--- config.mk ---
export PLATFORM = sky130hd
export DESIGN_NAME = nmcu_mem_arb
export DESIGN_NICKNAME = d
export VERILOG_FILES = /design/src/rtl/nmcu_pkg.sv /design/src/rtl/nmcu_rr_pick.sv /design/src/rtl/nmcu_mem_arb.sv
export SDC_FILE = /design/constraint.sdc
export NUM_CORES = 1
export LEC_CHECK = 0
export CAP_MARGIN = 0
export CORE_ASPECT_RATIO = 0.5
export CORE_UTILIZATION = 25
export DETAILED_ROUTE_END_ITERATION = 7
export HOLD_SLACK_MARGIN = 0.05
export PLACE_DENSITY = 0.58
export SLEW_MARGIN = 15
export SYNTH_ARGS = -nofsm -noshare
export SYNTH_HDL_FRONTEND = slang
export SYNTH_SLANG_ARGS = --single-unit
--- constraint.sdc ---
create_clock -name clk -period 5.32 [get_ports clk]
set_input_delay 0.532 -clock clk [delete_from_list [all_inputs] [get_ports clk]]
set_output_delay 0.532 -clock clk [all_outputs]
set_load 0.005 [all_outputs]
--- src/rtl/nmcu_pkg.sv ---
// Shared NMCU types: arbiter state encoding and the controller's layer codes.
// Also provides a small modulo-increment helper.
package nmcu_pkg;

    typedef logic [1:0] arb_state_t;

    localparam arb_state_t ARB_IDLE  = 2'd0;
    localparam arb_state_t ARB_ISSUE = 2'd1;
    localparam arb_state_t ARB_STALL = 2'd2;

    localparam logic [1:0] LAYER_CONV = 2'd0;
    localparam logic [1:0] LAYER_FC   = 2'd1;
    localparam logic [1:0] LAYER_POOL = 2'd2;
    localparam logic [1:0] LAYER_ACT  = 2'd3;

    function automatic int unsigned wrap_inc(int unsigned v, int unsigned n);
        return (v + 1 >= n) ? 0 : v + 1;
    endfunction

endpackage

--- src/rtl/nmcu_rr_pick.sv ---
// Combinational round-robin picker: first set request at or above ptr_i,
// wrapping modulo N.
module nmcu_rr_pick #(
    parameter int N  = 4,
    parameter int IW = $clog2(N)
) (
    input  logic [N-1:0]  req_i,
    input  logic [IW-1:0] ptr_i,
    output logic          valid_o,
    output logic [IW-1:0] idx_o
);

    logic [IW:0] pos;

    // Scan from the farthest offset down so the nearest request wins last.
    always_comb begin
        valid_o = 1'b0;
        idx_o   = '0;
        pos     = '0;
        for (int i = N - 1; i >= 0; i--) begin
            pos = {1'b0, ptr_i} + (IW + 1)'(i);
            if (pos >= (IW + 1)'(N)) begin
                pos = pos - (IW + 1)'(N);
            end
            if (req_i[pos[IW-1:0]]) begin
                valid_o = 1'b1;
                idx_o   = pos[IW-1:0];
            end
        end
    end

endmodule

--- src/rtl/nmcu_mem_arb.sv ---
// Round-robin arbiter sharing one memory port among NUM_NMCUS requesters.
// Optional watchdog on stuck accesses is enabled by defining NMCU_ARB_WDT_EN.
module nmcu_mem_arb
    import nmcu_pkg::*;
#(
    parameter int          NUM_NMCUS     = 4,
    parameter int          ADDR_WIDTH    = 16,
    parameter int          DATABUS_WIDTH = 32,
    parameter int unsigned WDT_CYCLES    = 255
) (
    input  logic                                     clk,
    input  logic                                     rst,
    input  logic [NUM_NMCUS-1:0]                     req_sel,
    input  logic [NUM_NMCUS-1:0]                     req_w,
    input  logic [NUM_NMCUS-1:0][ADDR_WIDTH-1:0]     req_addr,
    input  logic [NUM_NMCUS-1:0][DATABUS_WIDTH-1:0]  req_wdata,
    output logic [NUM_NMCUS-1:0]                     req_ready,
    output logic [DATABUS_WIDTH-1:0]                 req_rdata,
    output logic                                     mem_sel,
    output logic                                     mem_w,
    output logic [ADDR_WIDTH-1:0]                    mem_addr,
    output logic [DATABUS_WIDTH-1:0]                 mem_wdata,
    input  logic                                     mem_ready,
    input  logic [DATABUS_WIDTH-1:0]                 mem_rdata,
    output logic [$clog2(NUM_NMCUS)-1:0]             grant_idx,
    output logic                                     busy,
    output logic                                     err,
    output logic [$clog2(NUM_NMCUS)-1:0]             err_idx
);

    localparam int IW = $clog2(NUM_NMCUS);
    localparam logic [NUM_NMCUS-1:0] ONE = NUM_NMCUS'(1);

    arb_state_t               state_q, state_d;
    logic [IW-1:0]            ptr_q, ptr_d;
    logic [IW-1:0]            grant_q, grant_d;
    logic                     sel_q, sel_d;
    logic                     w_q, w_d;
    logic [ADDR_WIDTH-1:0]    addr_q, addr_d;
    logic [DATABUS_WIDTH-1:0] wdata_q, wdata_d;
    logic [DATABUS_WIDTH-1:0] rdata_q, rdata_d;
    logic [NUM_NMCUS-1:0]     ready_q, ready_d;
    logic                     busy_q, busy_d;

    logic                     pick_vld;
    logic [IW-1:0]            pick_idx;
    logic                     wdt_hit;

    nmcu_rr_pick #(
        .N  (NUM_NMCUS),
        .IW (IW)
    ) u_pick (
        .req_i   (req_sel),
        .ptr_i   (ptr_q),
        .valid_o (pick_vld),
        .idx_o   (pick_idx)
    );

`ifdef NMCU_ARB_WDT_EN
    localparam int WW = $clog2(WDT_CYCLES + 1);

    logic [WW-1:0] wdt_q;
    logic          err_q;
    logic [IW-1:0] err_idx_q;

    assign wdt_hit = (state_q == ARB_ISSUE) && !mem_ready
                  && (wdt_q == WW'(WDT_CYCLES - 1));

    // Count ISSUE cycles; latch the offending requester on timeout.
    always_ff @(posedge clk) begin
        if (rst) begin
            wdt_q     <= '0;
            err_q     <= 1'b0;
            err_idx_q <= '0;
        end else begin
            wdt_q <= (state_q == ARB_ISSUE) ? wdt_q + WW'(1) : '0;
            if (wdt_hit) begin
                err_q     <= 1'b1;
                err_idx_q <= grant_q;
            end
        end
    end

    assign err     = err_q;
    assign err_idx = err_idx_q;
`else
    assign wdt_hit = 1'b0;
    assign err     = 1'b0;
    assign err_idx = '0;
`endif

    // Next-state logic for the grant / issue / completion sequence.
    always_comb begin
        state_d = state_q;
        ptr_d   = ptr_q;
        grant_d = grant_q;
        sel_d   = sel_q;
        w_d     = w_q;
        addr_d  = addr_q;
        wdata_d = wdata_q;
        rdata_d = rdata_q;
        ready_d = ready_q;
        unique case (state_q)
            ARB_IDLE: begin
                if (pick_vld) begin
                    grant_d = pick_idx;
                    addr_d  = req_addr[pick_idx];
                    w_d     = req_w[pick_idx];
                    wdata_d = req_wdata[pick_idx];
                    sel_d   = 1'b1;
                    ptr_d   = (pick_idx == IW'(NUM_NMCUS - 1))
                            ? '0 : pick_idx + IW'(1);
                    state_d = ARB_ISSUE;
                end
            end
            ARB_ISSUE: begin
                if (mem_ready || wdt_hit) begin
                    rdata_d = mem_ready ? mem_rdata : '0;
                    ready_d = ONE << grant_q;
                    sel_d   = 1'b0;
                    w_d     = 1'b0;
                    state_d = ARB_STALL;
                end
            end
            ARB_STALL: begin
                ready_d = '0;
                state_d = ARB_IDLE;
            end
            default: begin
                state_d = ARB_IDLE;
            end
        endcase
        busy_d = (state_d != ARB_IDLE);
    end

    // Register every output so nothing leaks combinationally from inputs.
    always_ff @(posedge clk) begin
        if (rst) begin
            state_q <= ARB_IDLE;
            ptr_q   <= '0;
            grant_q <= '0;
            sel_q   <= 1'b0;
            w_q     <= 1'b0;
            addr_q  <= '0;
            wdata_q <= '0;
            rdata_q <= '0;
            ready_q <= '0;
            busy_q  <= 1'b0;
        end else begin
            state_q <= state_d;
            ptr_q   <= ptr_d;
            grant_q <= grant_d;
            sel_q   <= sel_d;
            w_q     <= w_d;
            addr_q  <= addr_d;
            wdata_q <= wdata_d;
            rdata_q <= rdata_d;
            ready_q <= ready_d;
            busy_q  <= busy_d;
        end
    end

    assign req_ready = ready_q;
    assign req_rdata = rdata_q;
    assign mem_sel   = sel_q;
    assign mem_w     = w_q;
    assign mem_addr  = addr_q;
    assign mem_wdata = wdata_q;
    assign grant_idx = grant_q;
    assign busy      = busy_q;

endmodule
==> impl_metrics.json, run 1 <==
{
  "ys_seq_area_frac": 0.375,
  "hold_violations": 0,
  "path_buf_inv": 1,
  "routed-wl-met3_um": 719,
  "drt-vias-per-instance": 4.63,
  "cts-root-buf": "clkbuf_16",
  "clkTransAtPathRegs_ns": 0.07,
  "drtIter0Drc": 186,
  "io-pin-count": 327,
  "drv_cap": 0,
  "leakagePower_uw": 0.00326,
  "cts_resized": 0,
  "yosys_warnings": 0,
  "cts_num_sinks": 93,
  "drtAntennaViolNets": 0,
  "synth_area_per_cell_um2": 8.39,
  "finalInstanceArea_um2": 8640,
  "gp_congestion": 0.811,
  "rrSetupSlack_ns": 2.51,
  "dpl-instance-area_um2": 8350,
  "hp-class": "register to register",
  "cp.required_ns": 5.51,
  "die_h_um": 102,
  "post-route-period-util": 0.620,
  "synth_area_um2": 4970,
  "crit_path_top_delay_cell": "and2_4",
  "top_layer": "met4",
  "synthCells": 592,
  "slowest_delay_ns": 0.93,
  "drt_wl_total_mm": 19.3,
  "synth-seq-cells": 93,
  "grt_pass1_vias": 5030,
  "dp.cells": 1134,
  "routedLengthMet1_mm": 8.76,
  "skew_ns": 0.00701,
  "yosys.area.top_type": "dfxtp_1",
  "tritoncts": "built",
  "power_uw": 2220,
  "relSlewSlack": 0.349,
  "rsz0062_at_grt": "no",
  "htree_num_levels": 3,
  "drc": 0,
  "layout.cells.non_filler": 1150,
  "port_buffers": 323,
  "cp_top_family": "simple AND/OR/NAND/NOR gates",
  "firstDrtPassIters": 5,
  "grt_start_max_net_pins": 58,
  "final_cell_mix": "clkdlybuf4s50_1 (322), nand2_1 (117), dfxtp_1 (93)",
  "antenna_cells": 0,
  "setup_viol": 0,
  "start_util": 0.255,
  "num-fill-cells": 1920,
  "cp_max_fo": 57,
  "antenna_found_initial": 0,
  "yosys-top-cells-area": "dfxtp_1 (37%), mux2i_1 (10%), nand2_1 (8.8%), a21boi_0 (7.3%), and3_1 (6.0%)",
  "grt-ovfl-total": 0,
  "hold_buffers": 0,
  "status": "finished, final reports clean",
  "fin_crit_ns": 3.30,
  "fin_setup_tns_ns": 0,
  "dieWidth_um": 201,
  "dieArea_um2": 20500,
  "path_cells": "clkdlybuf4s50_1, nor2b_1, a211o_2, and2_4, mux2i_1, o211ai_1",
  "post_cts_buffers": 0,
  "critPathKind": "primary input to register",
  "grt_pass1_wl_mm": 28.8,
  "final_common_cell": "clkdlybuf4s50_1",
  "coreArea_um2": 19500,
  "area_growth_pct": 73.8,
  "critPathLaunchType": "primary input",
  "rows": 36,
  "drv_slew": 0,
  "crit_path_end_kind": "register",
  "arrival_ns": 3.49,
  "hpwl_mm": 13.9,
  "drive_gt1_frac": 0.0679,
  "clock_path_buffers": 2,
  "power-per-cell-area_nw_per_um2": 257,
  "insertion_delay_ns": 0.34,
  "ys_types": 41,
  "vias": 5324,
  "fin_nets": 1114,
  "yosysTopAreaCellShare": 0.375,
  "dr_wl_met2_mm": 9.62,
  "worstMarginPinSlew_ns": 0.976,
  "wl_per_cell_um": 16.8,
  "ir_drop_v": 0.000135,
  "grt_util_all_layers": 0.181,
  "fmax_mhz": 303,
  "cts_buffers": 9
}
final timing paths:
path / cells past startpoint / to / startpoint
setup reg to reg: 5 / mem_wdata[11]$_SDFFE_PP0P_ / ptr_q[0]$_SDFFE_PP0P_
setup / recovery: 6 / mem_wdata[11]$_SDFFE_PP0P_ / req_sel[1]
hold / removal: 2 / req_rdata[14]$_SDFFE_PP0P_ / req_rdata[14]$_SDFFE_PP0P_
hold reg to reg: 2 / req_rdata[14]$_SDFFE_PP0P_ / req_rdata[14]$_SDFFE_PP0P_
synth_stat cells:
cell type / count
buf_2: 4
buf_4: 8
nor4_4: 1
and3_1: 48
clkbuf_2: 1
a211oi_1: 2
nor2_1: 11
or3_4: 2
conb_1: 1
buf_6: 4
or3b_2: 1
nand2_1: 117
a2111o_1: 1
nor2_2: 2
a211o_1: 1
and3b_1: 1
a21boi_0: 48
a22oi_1: 1
a21oi_1: 37
nand3b_1: 2
clkbuf_1: 38
nor2b_1: 4
nor3_1: 1
or2_2: 2
o211ai_2: 20
dfxtp_1: 93
buf_1: 1
a32oi_1: 1
mux2i_1: 50
xnor2_1: 1
o21bai_1: 1
and2_1: 2
o21ai_1: 31
a2111oi_0: 1
o21ai_0: 18
inv_1: 1
nor4b_4: 1
nor3_2: 1
nor4_2: 2
o211ai_1: 29
nand3_1: 1
worst min-delay path, stage by stage, from the launching register on:
cell	delay, ns
dfxtp_1	0.31
nand2_1	0.05
a21oi_1	0.05
registers in the layout, summed over array words and instances, names as in the netlist:
| name | count |
|---|---|
| mem_wdata | 32 |
| ptr_q | 2 |
| grant_idx | 2 |
| mem_w | 1 |
| mem_sel | 1 |
| req_rdata | 32 |
| mem_addr | 16 |
| busy | 1 |
| req_ready | 4 |
| state_q | 2 |
layer usage:
metal	vias up	global-route usage
li1	2676	-
met1	2507	0.229
met2	125	0.317
met3	16	0.0396
met4	0	0.0431
met5	-	0
report_power, final:
group | switching (uW) | internal (uW) | total, uW
Combinational | 308 | 431 | 740
Clock | 312 | 339 | 651
Sequential | 47.1 | 779 | 826
area by class of cell:
| class | count | area (um^2) | share of cell area |
|---|---|---|---|
| clock inverters | 6 | 53.8 | 0.00623 |
| flip-flops and latches | 93 | 1860 | 0.216 |
| clock buffers | 10 | 239 | 0.0277 |
| inverters | 1 | 3.75 | 0.000435 |
| well taps | 266 | 333 | 0.0385 |
| multi-input cells | 444 | 2870 | 0.332 |
| repair buffers | 330 | 3280 | 0.380 |
stage by stage:
stage / hold WS, ns / util / worst slack (ns)
2_1_floorplan: 0.453 / - / 3.39
4_1_cts: 0.457 / 0.444 / 2.03
6_report: 0.453 / 0.444 / 2.02
3_3_place_gp: 0.441 / 0.429 / 1.77
5_1_grt: 0.474 / 0.444 / 1.83
3_5_place_dp: 0.447 / 0.429 / 1.67
cells by family after synthesis:
kind of cell,count (synthesis),share of synthesized area
simple gates,199,0.199
compound gates,191,0.267
mux,50,0.101
flops,93,0.375
other cells,1,0.000755
buf+inv,57,0.0564
xor+xnor,1,0.00176
Power figures use the tool's default switching activity.
==> inputs of run 2 (changes only) <==
PLACE_DENSITY = 0.61   (was 0.58)
clock period = 3 ns   (was 5.32 ns; I/O delays follow)
==> run 2 against run 1 <==
Setup slack worse by 1.2 ns; register-to-register slack worse by 1.5 ns; core utilization up 0.59 points.
==> impl_metrics.json, run 2 (synthesized netlist as in run 1, its figures left out) <==
{
  "hold_buffers": 0,
  "rr_worst_depth": 4,
  "final_cell_mix": "clkdlybuf4s50_1 (322), nand2_1 (117), dfxtp_1 (93)",
  "layout.cells.non_filler": 1154,
  "tritoncts": "built",
  "hpwl_mm": 13.8,
  "firstDrtPassIters": 4,
  "cp_max_fo": 48,
  "die_h_um": 102,
  "dieArea_um2": 20500,
  "grt_start_max_net_pins": 97,
  "cts-root-buf": "clkbuf_16",
  "grt_pass1_wl_mm": 28.5,
  "fin_nets": 1118,
  "crit_path_end_kind": "register",
  "drtIter0Drc": 196,
  "status": "finished, final reports clean",
  "post_cts_buffers": 0,
  "worstMarginPinSlew_ns": 0.765,
  "clock_path_buffers": 2,
  "coreArea_um2": 19500,
  "ir_drop_v": 0.000226,
  "final_common_cell": "clkdlybuf4s50_1",
  "leakagePower_uw": 0.00332,
  "hold_path_depth": 2,
  "utilization": 0.450,
  "htree_num_levels": 3,
  "critPathKind": "primary input to register",
  "timing.rr.start": "ptr_q[1]$_SDFFE_PP0P_",
  "fin_setup_tns_ns": 0,
  "setup_slack_ns": 0.779,
  "critPathMostFrequentCell": "nor2_2",
  "io-pin-count": 327,
  "power-per-cell-area_nw_per_um2": 463,
  "cp_top_family": "simple AND/OR/NAND/NOR gates",
  "relSlewSlack": 0.490,
  "hp-class": "register to register",
  "dieWidth_um": 201,
  "cts_buffers": 9,
  "path_buf_inv": 1,
  "arrival_ns": 2.49,
  "cp.required_ns": 3.27,
  "crit_path_top_delay_cell": "or3_4",
  "slowest_delay_ns": 0.65,
  "fmax_mhz": 450,
  "whs_endpoint": "req_rdata[6]$_SDFFE_PP0P_",
  "post-place-ws_ns": 0.422,
  "grt_util_all_layers": 0.179,
  "rrSetupSlack_ns": 1.00,
  "path_cells": "clkdlybuf4s50_1, nor2_2, nor4b_4, nor2_2, or3_4, o211ai_1",
  "grt-ovfl-total": 0,
  "drc": 0,
  "drv_slew": 0,
  "r2r-end": "mem_wdata[14]$_SDFFE_PP0P_",
  "drive_gt1_frac": 0.0721,
  "antenna_found_initial": 0,
  "num-fill-cells": 1911,
  "drt_wl_total_mm": 19.0,
  "cts_num_sinks": 93,
  "rows": 36,
  "start_util": 0.255,
  "grt_pass1_vias": 5234,
  "port_buffers": 323,
  "vias": 5356,
  "post-route-period-util": 0.740,
  "clkTransAtPathRegs_ns": 0.07,
  "skew_ns": 0.00451,
  "insertion_delay_ns": 0.35,
  "hold_start": "req_rdata[6]$_SDFFE_PP0P_",
  "power_uw": 4050,
  "drv_cap": 0,
  "setup_viol": 0,
  "critPathLaunchType": "primary input",
  "fin_crit_ns": 2.22,
  "antenna_cells": 0,
  "dp.cells": 1138,
  "drt-vias-per-instance": 4.64,
  "rsz0062_at_grt": "no",
  "area_growth_pct": 76.1,
  "hold_violations": 0,
  "gp_congestion": 0.911,
  "cts_resized": 0,
  "drtAntennaViolNets": 0,
  "wl_per_cell_um": 16.5
}
-- run 2: cell types whose count changed in the layout (fill, tap and decap cells not counted), sizes merged --
cell      change
bufinv        +1
clkinv        -1
inv           +1
buf           +4
clkinvlp      -1
-- run 2: worst min-delay path, cell delays in order (launching register included) --
cell and delay (ns):
dfxtp_1 0.31, nand2_1 0.05, a21oi_1 0.05
-- run 2: worst max path at each step --
stage,to,startpoint,slack [ns],depth (start not counted)
final,mem_wdata[14]$_SDFFE_PP0P_,req_sel[1],0.78,6
after global routing,mem_wdata[16]$_SDFFE_PP0P_,req_sel[1],0.66,6
after CTS,mem_wdata[14]$_SDFFE_PP0P_,req_sel[1],0.79,6
after detailed placement,mem_wdata[14]$_SDFFE_PP0P_,req_sel[1],0.42,6
after global placement,mem_wdata[12]$_SDFFE_PP0P_,req_sel[1],0.49,6
after floorplan,mem_addr[4]$_SDFFE_PP0P_,req_sel[0],1.30,7
-- run 2: stage by stage --
| stage | instance area, um^2 | hold WS [ns] |
|---|---|---|
| final | 8750 | 0.453 |
| after global routing | 8750 | 0.474 |
| after CTS | 8750 | 0.456 |
| after detailed placement | 8440 | 0.446 |
| after global placement | 8440 | 0.442 |
| after floorplan | 4980 | 0.436 |
-- run 2: metal layers --
layer / global-route usage / vias to the layer above / wire length (um)
met1: 0.221 / 2508 / 8540
li1: - / 2680 / -
met2: 0.311 / 142 / 9260
met4: 0.0641 / 0 / 435
met3: 0.0380 / 26 / 810
met5: 0 / - / 0
-- run 2: report_power, final --
group	internal [uW]	total (uW)	switching [uW]
clock network	686	1230	546
registers	1380	1460	83.4
logic	793	1350	561
total	2860	4050	1190
-- run 2: area by class of cell --
type,count,area [um^2],area share
clock buffers,10,239,0.0273
clock inverters,6,76.3,0.00872
well taps,266,333,0.0380
multi-input cells,444,2870,0.327
repair buffers,334,3370,0.385
inverters,1,3.75,0.000429
flip-flops and latches,93,1860,0.213
